<file path="src/rtl/addr_pair_sequencer_if.sv">
// Command, datapath and response signals of addr_pair_sequencer.
// Carries done_cnt only when SEQ_DONE_CNT_EN is defined.
interface addr_pair_sequencer_if #(
   parameter int ADDR_W = 4,
   parameter int DATA_W = 8
);
   logic              cmd_valid;
   logic              cmd_ready;
   logic [ADDR_W-1:0] cmd_src;
   logic [ADDR_W-1:0] cmd_dst;
   logic [ADDR_W-1:0] addr1;
   logic [ADDR_W-1:0] addr2;
   logic              ld_stb;
   logic              st_stb;
   logic [DATA_W-1:0] dp_result;
   logic              rsp_valid;
   logic [DATA_W-1:0] rsp_data;
   logic [ADDR_W-1:0] rsp_dst;
   logic              busy;
`ifdef SEQ_DONE_CNT_EN
   logic [7:0]        done_cnt;

   modport master (
      output cmd_valid, cmd_src, cmd_dst, dp_result,
      input  cmd_ready, addr1, addr2, ld_stb, st_stb, rsp_valid, rsp_data, rsp_dst, busy, done_cnt
   );
   modport slave (
      input  cmd_valid, cmd_src, cmd_dst, dp_result,
      output cmd_ready, addr1, addr2, ld_stb, st_stb, rsp_valid, rsp_data, rsp_dst, busy, done_cnt
   );
`else
   modport master (
      output cmd_valid, cmd_src, cmd_dst, dp_result,
      input  cmd_ready, addr1, addr2, ld_stb, st_stb, rsp_valid, rsp_data, rsp_dst, busy
   );
   modport slave (
      input  cmd_valid, cmd_src, cmd_dst, dp_result,
      output cmd_ready, addr1, addr2, ld_stb, st_stb, rsp_valid, rsp_data, rsp_dst, busy
   );
`endif
endinterface

</file>
<file path="src/rtl/addr_pair_sequencer.sv">
// Queues (src,dst) commands and sequences addr2 -> settle -> addr1 -> settle -> response.
// Define SEQ_DONE_CNT_EN to add the 8-bit wrapping done_cnt response counter.
//
// state | meaning
// IDLE  | waiting for a queued command; pops head and drives addr2
// LOAD  | ld_stb cycle, arms settle timer
// LWAIT | settle after addr2; exit drives addr1
// STORE | st_stb cycle, arms settle timer
// SWAIT | settle after addr1; exit captures dp_result
// RESP  | rsp_valid cycle
module addr_pair_sequencer #(
   parameter int ADDR_W      = 4,
   parameter int DATA_W      = 8,
   parameter int FIFO_DEPTH  = 4,
   parameter int WAIT_CYCLES = 2
) (
   input logic                  clk,
   input logic                  rst,
   addr_pair_sequencer_if.slave bus
);
   localparam int PTR_W = $clog2(FIFO_DEPTH);
   localparam int CNT_W = PTR_W + 1;
   localparam int TMR_W = $clog2(WAIT_CYCLES + 1);
   localparam logic [TMR_W-1:0] TMR_LOAD = TMR_W'(WAIT_CYCLES - 1);

   typedef enum logic [2:0] {IDLE, LOAD, LWAIT, STORE, SWAIT, RESP} state_t;

   state_t              state_q, state_d;
   logic [TMR_W-1:0]    tmr_q, tmr_d;
   logic [ADDR_W-1:0]   addr1_q, addr1_d, addr2_q, addr2_d, cur_dst_q, cur_dst_d;
   logic                ld_stb_q, ld_stb_d, st_stb_q, st_stb_d, rsp_valid_q, rsp_valid_d;
   logic [DATA_W-1:0]   rsp_data_q, rsp_data_d;
   logic [ADDR_W-1:0]   rsp_dst_q, rsp_dst_d;

   logic [2*ADDR_W-1:0] fifo_q [FIFO_DEPTH];
   logic [2*ADDR_W-1:0] fifo_d [FIFO_DEPTH];
   logic [PTR_W-1:0]    wr_ptr_q, wr_ptr_d, rd_ptr_q, rd_ptr_d;
   logic [CNT_W-1:0]    count_q, count_d;
   logic                full, push, pop;
   logic [2*ADDR_W-1:0] head;

   // Full is judged on the registered count, so a pop never frees a slot on its own edge.
   assign full          = (count_q == CNT_W'(FIFO_DEPTH));
   assign bus.cmd_ready = ~full & ~rst;
   assign push          = bus.cmd_valid & bus.cmd_ready;
   assign head          = fifo_q[rd_ptr_q];

   always_comb begin
      state_d     = state_q;
      tmr_d       = tmr_q;
      addr1_d     = addr1_q;
      addr2_d     = addr2_q;
      cur_dst_d   = cur_dst_q;
      ld_stb_d    = 1'b0;
      st_stb_d    = 1'b0;
      rsp_valid_d = 1'b0;
      rsp_data_d  = rsp_data_q;
      rsp_dst_d   = rsp_dst_q;
      pop         = 1'b0;
      case (state_q)
         IDLE: begin
            if (count_q != '0) begin
               pop       = 1'b1;
               addr2_d   = head[2*ADDR_W-1:ADDR_W];
               cur_dst_d = head[ADDR_W-1:0];
               ld_stb_d  = 1'b1;
               state_d   = LOAD;
            end
         end
         LOAD: begin
            tmr_d   = TMR_LOAD;
            state_d = LWAIT;
         end
         LWAIT: begin
            if (tmr_q == '0) begin
               addr1_d  = cur_dst_q;
               st_stb_d = 1'b1;
               state_d  = STORE;
            end else begin
               tmr_d = tmr_q - TMR_W'(1);
            end
         end
         STORE: begin
            tmr_d   = TMR_LOAD;
            state_d = SWAIT;
         end
         SWAIT: begin
            if (tmr_q == '0) begin
               rsp_data_d  = bus.dp_result;
               rsp_dst_d   = cur_dst_q;
               rsp_valid_d = 1'b1;
               state_d     = RESP;
            end else begin
               tmr_d = tmr_q - TMR_W'(1);
            end
         end
         RESP:    state_d = IDLE;
         default: state_d = IDLE;
      endcase
   end

   always_comb begin
      fifo_d   = fifo_q;
      wr_ptr_d = wr_ptr_q;
      rd_ptr_d = rd_ptr_q;
      if (push) begin
         fifo_d[wr_ptr_q] = {bus.cmd_src, bus.cmd_dst};
         wr_ptr_d         = wr_ptr_q + PTR_W'(1);
      end
      if (pop) rd_ptr_d = rd_ptr_q + PTR_W'(1);
      count_d = count_q + CNT_W'(push) - CNT_W'(pop);
   end

   always_ff @(posedge clk or posedge rst) begin
      if (rst) begin
         state_q     <= IDLE;
         tmr_q       <= '0;
         addr1_q     <= '0;
         addr2_q     <= '0;
         cur_dst_q   <= '0;
         ld_stb_q    <= 1'b0;
         st_stb_q    <= 1'b0;
         rsp_valid_q <= 1'b0;
         rsp_data_q  <= '0;
         rsp_dst_q   <= '0;
         wr_ptr_q    <= '0;
         rd_ptr_q    <= '0;
         count_q     <= '0;
         for (int i = 0; i < FIFO_DEPTH; i++) fifo_q[i] <= '0;
      end else begin
         state_q     <= state_d;
         tmr_q       <= tmr_d;
         addr1_q     <= addr1_d;
         addr2_q     <= addr2_d;
         cur_dst_q   <= cur_dst_d;
         ld_stb_q    <= ld_stb_d;
         st_stb_q    <= st_stb_d;
         rsp_valid_q <= rsp_valid_d;
         rsp_data_q  <= rsp_data_d;
         rsp_dst_q   <= rsp_dst_d;
         wr_ptr_q    <= wr_ptr_d;
         rd_ptr_q    <= rd_ptr_d;
         count_q     <= count_d;
         fifo_q      <= fifo_d;
      end
   end

   assign bus.addr1     = addr1_q;
   assign bus.addr2     = addr2_q;
   assign bus.ld_stb    = ld_stb_q;
   assign bus.st_stb    = st_stb_q;
   assign bus.rsp_valid = rsp_valid_q;
   assign bus.rsp_data  = rsp_data_q;
   assign bus.rsp_dst   = rsp_dst_q;
   assign bus.busy      = (state_q != IDLE) | (count_q != '0);

`ifdef SEQ_DONE_CNT_EN
   logic [7:0] done_cnt_q, done_cnt_d;

   assign done_cnt_d = done_cnt_q + 8'(rsp_valid_q);

   always_ff @(posedge clk or posedge rst) begin
      if (rst) done_cnt_q <= '0;
      else     done_cnt_q <= done_cnt_d;
   end

   assign bus.done_cnt = done_cnt_q;
`endif
endmodule

</file>
<file path="src/flat_wrapper.sv">
// flat-port wrapper written by rule: the top's interface ports become plain ports
module addr_pair_sequencer_flat 
#(
   parameter int ADDR_W      = 4,
   parameter int DATA_W      = 8,
   parameter int FIFO_DEPTH  = 4,
   parameter int WAIT_CYCLES = 2
)
  (clk, rst, bus_cmd_valid, bus_cmd_src, bus_cmd_dst, bus_dp_result, bus_cmd_ready, bus_addr1, bus_addr2, bus_ld_stb, bus_st_stb, bus_rsp_valid, bus_rsp_data, bus_rsp_dst, bus_busy);
  addr_pair_sequencer_if #(.ADDR_W(ADDR_W), .DATA_W(DATA_W)) bus_i ();
  input logic clk;
  input logic rst;
  input wire logic [$bits(bus_i.cmd_valid)-1:0] bus_cmd_valid;
  input wire logic [$bits(bus_i.cmd_src)-1:0] bus_cmd_src;
  input wire logic [$bits(bus_i.cmd_dst)-1:0] bus_cmd_dst;
  input wire logic [$bits(bus_i.dp_result)-1:0] bus_dp_result;
  output wire logic [$bits(bus_i.cmd_ready)-1:0] bus_cmd_ready;
  output wire logic [$bits(bus_i.addr1)-1:0] bus_addr1;
  output wire logic [$bits(bus_i.addr2)-1:0] bus_addr2;
  output wire logic [$bits(bus_i.ld_stb)-1:0] bus_ld_stb;
  output wire logic [$bits(bus_i.st_stb)-1:0] bus_st_stb;
  output wire logic [$bits(bus_i.rsp_valid)-1:0] bus_rsp_valid;
  output wire logic [$bits(bus_i.rsp_data)-1:0] bus_rsp_data;
  output wire logic [$bits(bus_i.rsp_dst)-1:0] bus_rsp_dst;
  output wire logic [$bits(bus_i.busy)-1:0] bus_busy;
  assign bus_i.cmd_valid = bus_cmd_valid;
  assign bus_i.cmd_src = bus_cmd_src;
  assign bus_i.cmd_dst = bus_cmd_dst;
  assign bus_i.dp_result = bus_dp_result;
  assign bus_cmd_ready = bus_i.cmd_ready;
  assign bus_addr1 = bus_i.addr1;
  assign bus_addr2 = bus_i.addr2;
  assign bus_ld_stb = bus_i.ld_stb;
  assign bus_st_stb = bus_i.st_stb;
  assign bus_rsp_valid = bus_i.rsp_valid;
  assign bus_rsp_data = bus_i.rsp_data;
  assign bus_rsp_dst = bus_i.rsp_dst;
  assign bus_busy = bus_i.busy;
  addr_pair_sequencer #(.ADDR_W(ADDR_W), .DATA_W(DATA_W), .FIFO_DEPTH(FIFO_DEPTH), .WAIT_CYCLES(WAIT_CYCLES)) u_core (.clk(clk), .rst(rst), .bus(bus_i));
endmodule
</file>
<file path="config.mk">
export PLATFORM = sky130hd
export DESIGN_NAME = addr_pair_sequencer_flat
export DESIGN_NICKNAME = d
export VERILOG_FILES = /design/src/rtl/addr_pair_sequencer_if.sv /design/src/rtl/addr_pair_sequencer.sv /design/src/flat_wrapper.sv
export SDC_FILE = /design/constraint.sdc
export NUM_CORES = 1
export LEC_CHECK = 0
export ABC_AREA = 0
export CAP_MARGIN = 30
export CORE_ASPECT_RATIO = 1.25
export CORE_MARGIN = 2
export CORE_UTILIZATION = 49
export CTS_CLUSTER_DIAMETER = 40
export CTS_CLUSTER_SIZE = 8
export DETAILED_ROUTE_END_ITERATION = 8
export PLACE_DENSITY = 0.82
export SYNTH_ARGS = -nofsm -noshare
export SYNTH_HDL_FRONTEND = slang
export SYNTH_SLANG_ARGS = --single-unit
</file>
<file path="constraint.sdc">
create_clock -name clk -period 2.3 [get_ports clk]
set_input_delay 0.575 -clock clk [delete_from_list [all_inputs] [get_ports clk]]
set_output_delay 0.575 -clock clk [all_outputs]
set_load 0.02 [all_outputs]
</file>
==> results of run 1 <==
## repair_timing
| action | 4_1_cts | 5_1_grt |
|---|---|---|
| endpoints found under the setup margin | 3 | 2 |
| resized for setup | 4 | 3 |
| setup buffers | 0 | 0 |
## power by group through the flow
stage | sequential (uW) | combinational [uW] | clock, uW
floorplan | 2290 | 1490 | 0
global placement | 2180 | 2320 | 0
detailed placement | 2220 | 2400 | 0
CTS | 2200 | 2420 | 994
global route | 2280 | 2620 | 1040
finish | 2200 | 2400 | 972
## per-layer routing
metal,global-route usage (%),routed length (um)
met4,10.2,182
met2,27.6,2790
met5,0,0
met3,3.13,241
met1,21.0,2210
## kinds of logic after synthesis
logic type	Yosys count
flops	71
mux	65
buf+inv	20
xor+xnor	6
fa+ha+maj	8
compound gates	11
simple gates	32
## cells in the final DEF, fill, tap and decap left out, types with 4 or more instances in the layout
cell type	n
clkbuf_8	9
mux4_2	8
xnor2_1	5
a21oi_1	4
buf_4	15
clkdlybuf4s50_1	41
dfrtp_1	71
nand2_1	5
mux2_2	56
inv_1	11
ha_1	7
nor2_1	4
## area by class of cell
type	count	area, um2	area share (%)
multi-input cells	122	1290	32.4
inverters	12	48.8	1.22
clock inverters	7	73.8	1.85
well taps	85	106	2.67
clock buffers	9	124	3.11
repair buffers	59	562	14.1
flip-flops and latches	71	1780	44.6
## synthesized netlist by cell type, drive strengths merged (2+ instances only)
cell / instances / area, um2
dfrtp: 71 / 1780
mux2: 57 / 646
inv: 12 / 45.0
mux4: 8 / 180
ha: 7 / 87.6
nand2: 6 / 25.0
nand3: 6 / 45.0
xnor2: 6 / 52.6
a21oi: 4 / 20.0
buf: 4 / 26.3
clkbuf: 4 / 16.3
nor2: 4 / 15.0
nand2b: 3 / 18.8
nor3: 3 / 25.0
nor3b: 2 / 20.0
o21ai: 2 / 10.0
## worst max path at each step
stage,start,endpoint,slack (ns)
global placement,rst,bus_cmd_ready,0.007
detailed placement,u_core.count_q[0],u_core.count_q[2],-0.07
finish,u_core.count_q[0],bus_busy,0.06
floorplan,u_core.count_q[0],u_core.count_q[2],-0.07
CTS,u_core.count_q[0],bus_busy,0.02
global route,u_core.count_q[0],bus_busy,0.02
## state kept, by name (all words and copies together) (netlist names)
name                  flops
u_core.bus.addr1          4
u_core.bus.addr2          4
u_core.bus.ld_stb         1
u_core.bus.rsp_data       8
u_core.bus.rsp_dst        4
u_core.bus.rsp_valid      1
u_core.bus.st_stb         1
u_core.count_q            3
u_core.cur_dst_q          4
u_core.fifo_q            32
u_core.rd_ptr_q           2
u_core.state_q            3
u_core.tmr_q              2
u_core.wr_ptr_q           2
## per-stage QoR
stage | power [uW] | instances | TNS [ns] | hold WS (ns) | setup slack [ns]
after floorplan | 3780 | 213 | -0.0708 | 0.474 | -0.0708
after global placement | 4500 | 349 | 0 | 0.483 | 0.00687
after detailed placement | 4620 | 349 | -0.0785 | 0.489 | -0.0715
after CTS | 5610 | 365 | 0 | 0.506 | 0.0189
after global routing | 5940 | 365 | 0 | 0.509 | 0.0163
final | 5570 | 365 | 0 | 0.505 | 0.0647
==> reports/results.txt, run 1 <==
combinational power share -> 43.2%
cts bufs inserted -> 9
global-route wire length before repair -> 8830 um
Port Buffers -> 43
placeable core area -> 0.00617 mm2
final net count -> 302
Area Overhead vs Synth -> 27.2%
number of max-cap violations -> 0
clock sink count -> 71
routed len/inst -> 14.8 um
NetSw -> 1820 uW
Reg-to-Reg Start -> u_core.count_q[0]
class of the worst hold path -> flip-flop to flip-flop
RSZ-0062 raised after global routing -> no
H-tree Lvls -> 3
flops & latches, synth -> 71
post-synthesis adder-cell area fraction -> 3.43%
Clock transition at path regs -> 0.07 ns
# rows -> 32
yosys warns -> 0
CP startpoint kind -> flip-flop
Fin. Hold Viols -> 0
DRC violations left -> 0
Die H -> 93.4 um
Reg2Reg Setup Slack -> 0.13 ns
VDD IR max -> 0.000690 V
critical path class -> flip-flop to output pin
via density per instance -> 5.14
clk_skew -> 0.00863 ns
Detailed Place HPWL -> 3760 um
total die area -> 0.00705 mm2
Seq/Total Area, Yosys -> 56.7%
max frequency -> 447 MHz
worst-path fanout max -> 4
TritonRoute pass-1 iters -> 4
Async SR Flop Fraction -> 100%
worst hold path depth -> 1
Compound-Gate Fraction of Synth Area -> 2.28%
clock latency on the worst-skew pair -> 0.35 ns
Req. time, crit path -> 1.73 ns
largest family of logic cells by synthesized area -> multiplexers
Crit Reg-Reg Endpoint -> u_core.count_q[2]
Starting Density -> 50.8%
Inserted Diodes -> 0
Clk pwr share -> 17.4%
Hold Path Sink -> u_core.bus.addr2[1]
CP endpoint kind -> output pin
Synth Area in Simple Gates -> 6.75%
arrival time at the worst endpoint -> 1.66 ns
# IOs -> 44
initial antenna violation count -> 0
Post-synth EDFFs -> 0
Avg Cell Area, Syn -> 14.7 um2
Max Root-Sink Buffers -> 2
Crit path largest cell delay -> 0.42 ns
CTS tree -> done
CP Cell Sequence -> or3_4 > or2b_1 > clkdlybuf4s15_1
vias in the first global route -> 1,843
PwrDens -> 1400 mW/mm2
DIE WIDTH -> 75.5 um
gpl congestion -> 0.798
status -> completed
root buffer cell -> clkbuf_8
mux cell area share after synthesis -> 26.4%
largest net degree at the start of global routing -> 72
area of the mapped netlist -> 0.00313 mm2
Sw Ratio -> 32.8%
gr ovfl total -> 0
placed cell areas -> 0.00377 mm2
Cell variety after synth -> 37
Slew headroom -> 67.1%
hold wc startpoint -> u_core.bus.addr2[1]
Tmin final -> 2.24 ns
Top FF cell, synth -> dfrtp_1
leakage power -> 0.00174 uW
r2r worst-path depth -> 9
share of layout cells above drive strength 1 -> 39.3%
register share of total power -> 39.4%
initial drt markers -> 100
DR vias -> 1,877
Mapped Nets -> 240
Pins Over Slew Limit -> 0
CTS Hold Bufs -> 0
cell count after synthesis -> 213
Tcrit/Tclk final -> 97.2%
Crit path max-delay family -> simple AND/OR/NAND/NOR gates
Final setup viols -> 0
fillers -> 474
post-route ant nets -> 0
slew of the pin with the lowest slew margin -> 0.493 ns
slowest CP cell -> or3_4
Design Area, Final -> 0.00398 mm2
final WL -> 5420 um
aggregate global-route resource usage -> 17.2%
CP bufs+invs -> 1
WP depth -> 3
Final Util -> 64.6%
Synth Area in XOR/XNOR -> 1.68%
Int Power -> 3750 uW
(Power assumes the default switching activity.)
==> run 2, diff against run 1 <==
- ABC_AREA: 0 -> not set
- CORE_ASPECT_RATIO: 1.25 -> 0.6
- HOLD_SLACK_MARGIN: not set -> 0.1
==> reports/results.txt, run 2 (synthesis gave the netlist of run 1 again) <==
max FFs per register -> 32 (unchanged)
Clock transition at path regs -> 0.08 ns (was 0.07 ns)
placeable core area -> 0.00614 mm2 (was 0.00617 mm2)
Tmin final -> 2.22 ns (was 2.24 ns)
critical path class -> flip-flop to output pin (unchanged)
gpl congestion -> 0.784 (was 0.798)
H-tree Lvls -> 3 (unchanged)
global-route wire length before repair -> 9600 um (was 8830 um)
root buffer cell -> clkbuf_8 (unchanged)
class of the worst hold path -> flip-flop to flip-flop (unchanged)
Total Power -> 5640 uW (was 5570 uW)
via density per instance -> 5.13 (was 5.14)
largest reg by FF count -> u_core.fifo_q (unchanged)
final net count -> 302 (unchanged)
Die H -> 65.9 um (was 93.4 um)
slew of the pin with the lowest slew margin -> 0.558 ns (was 0.493 ns)
Max Root-Sink Buffers -> 2 (unchanged)
clk_skew -> 0.00811 ns (was 0.00863 ns)
post-route ant nets -> 0 (unchanged)
DR vias -> 1,869 (was 1,877)
# rows -> 22 (was 32)
CP startpoint kind -> flip-flop (unchanged)
placed cell areas -> 0.00377 mm2 (about the same)
fillers -> 452 (was 474)
total die area -> 0.00707 mm2 (was 0.00705 mm2)
number of post-CTS setup repair buffers -> 0 (unchanged)
Req. time, crit path -> 1.73 ns (about the same)
DIE WIDTH -> 107 um (was 75.5 um)
Tcrit/Tclk final -> 96.6% (was 97.2%)
gr ovfl total -> 0 (unchanged)
initial antenna violation count -> 0 (unchanged)
most frequent cells in the layout -> dfrtp_1, mux2_2, clkdlybuf4s50_1, buf_4, inv_1 (unchanged)
routed len/inst -> 15.9 um (was 14.8 um)
clock sink count -> 71 (unchanged)
Slew headroom -> 62.8% (was 67.1%)
Port Buffers -> 43 (unchanged)
initial drt markers -> 85 (was 100)
Detailed Place HPWL -> 4180 um (was 3760 um)
Final setup viols -> 0 (unchanged)
# IOs -> 44 (unchanged)
slowest CP cell -> or3_4 (unchanged)
VDD IR max -> 0.000660 V (was 0.000690 V)
PwrDens -> 1420 mW/mm2 (was 1400 mW/mm2)
clock latency on the worst-skew pair -> 0.34 ns (was 0.35 ns)
Area Overhead vs Synth -> 27.1% (was 27.2%)
CP endpoint kind -> output pin (unchanged)
leakage power -> 0.00173 uW (was 0.00174 uW)
largest net degree at the start of global routing -> 72 (unchanged)
final WL -> 5790 um (was 5420 um)
max frequency -> 450 MHz (was 447 MHz)
arrival time at the worst endpoint -> 1.65 ns (was 1.66 ns)
commonest non-fill, non-tap cell in the layout -> dfrtp_1 (unchanged)
RSZ-0062 raised after global routing -> no (unchanged)
worst-path fanout max -> 3 (was 4)
Crit path largest cell delay -> 0.41 ns (was 0.42 ns)
Pins Over Slew Limit -> 0 (unchanged)
Starting Density -> 51.0% (was 50.8%)
DRC violations left -> 0 (unchanged)
cts bufs inserted -> 9 (unchanged)
Inserted Diodes -> 0 (unchanged)
share of layout cells above drive strength 1 -> 38.9% (was 39.3%)
vias in the first global route -> 1,897 (was 1,843)
Design Area, Final -> 0.00398 mm2 (about the same)
TritonRoute pass-1 iters -> 4 (unchanged)
CP Cell Sequence -> or3_4 > or2b_1 > clkdlybuf4s15_1 (unchanged)
Final TNS setup -> 0 ns (unchanged)
status -> completed (unchanged)
aggregate global-route resource usage -> 18.4% (was 17.2%)
CTS tree -> done (unchanged)
number of max-cap violations -> 0 (unchanged)
Fin. Hold Viols -> 0 (unchanged)
## run 2: cell types whose count changed in the layout (fill, tap and decap cells not counted)
cell	change
inv_6	+3
clkinv_2	-2
clkinv_4	-2
clkinvlp_4	+1
xnor2_1	+1
xnor2_2	-1
## run 2: final cells by class
type	count	area [um2]	area share [%]
Sequential cell	71	1780	44.6
Clock inverter	7	80.1	2.01
Inverter	12	48.8	1.23
Tap cell	84	105	2.64
Timing Repair Buffer	59	562	14.1
Multi-Input combinational cell	122	1280	32.3
Clock buffer	9	124	3.11
## run 2: metrics by stage
| stage | cells | hold slack [ns] | setup WS (ns) | util [%] |
|---|---|---|---|---|
| final | 364 | 0.503 | 0.0771 | 64.9 |
| after global routing | 364 | 0.522 | 0.00991 | 64.9 |
| after CTS | 364 | 0.505 | 0.0245 | 64.8 |
| after detailed placement | 348 | 0.488 | -0.0699 | 61.4 |
| after global placement | 348 | 0.482 | 0.0103 | 61.4 |
| after floorplan | 213 | 0.474 | -0.0708 | - |
## run 2: critical path: cells and delay by family, from the launching register on
| kind | cells | cell delay [ns] |
|---|---|---|
| buffers and inverters | 1 | 0.28 |
| flip-flops | 1 | 0.39 |
| AND/OR/NAND/NOR | 2 | 0.63 |
## run 2: where the power goes
group	internal [uW]	switching [uW]	total (uW)
Combinational	1390	1000	2390
Clock	513	495	1010
Sequential	1840	393	2230
Total	3750	1890	5640
## run 2: path summary, 6_finish.rpt
path	cells past startpoint	slack (ns)	startpoint	endpoint
worst max register to register	9	0.11	u_core.count_q[0]	u_core.count_q[2]
worst max-delay path	3	0.08	u_core.count_q[0]	bus_busy
worst min-delay path	1	0.50	u_core.fifo_q[16]	u_core.fifo_q[16]
min in group asynchronous	4	0.82	rst	u_core.fifo_q[13]
worst min register to register	1	0.50	u_core.fifo_q[16]	u_core.fifo_q[16]
max in group asynchronous	4	1.18	rst	u_core.fifo_q[19]
## run 2: routing by layer
layer / wire (um) / track usage, % / vias up
li1: - / - / 884
met1: 2620 / 24.1 / 936
met2: 2790 / 29.0 / 45
met3: 339 / 6.80 / 4
met4: 39 / 4.87 / 0
met5: 0 / 0 / -
## run 2: what timing repair did
action                                  CTS  global route
pin swaps                                 1             1
endpoints found under the setup margin    3             1
hold buffers                              0             0
gates resized for setup                   5             1
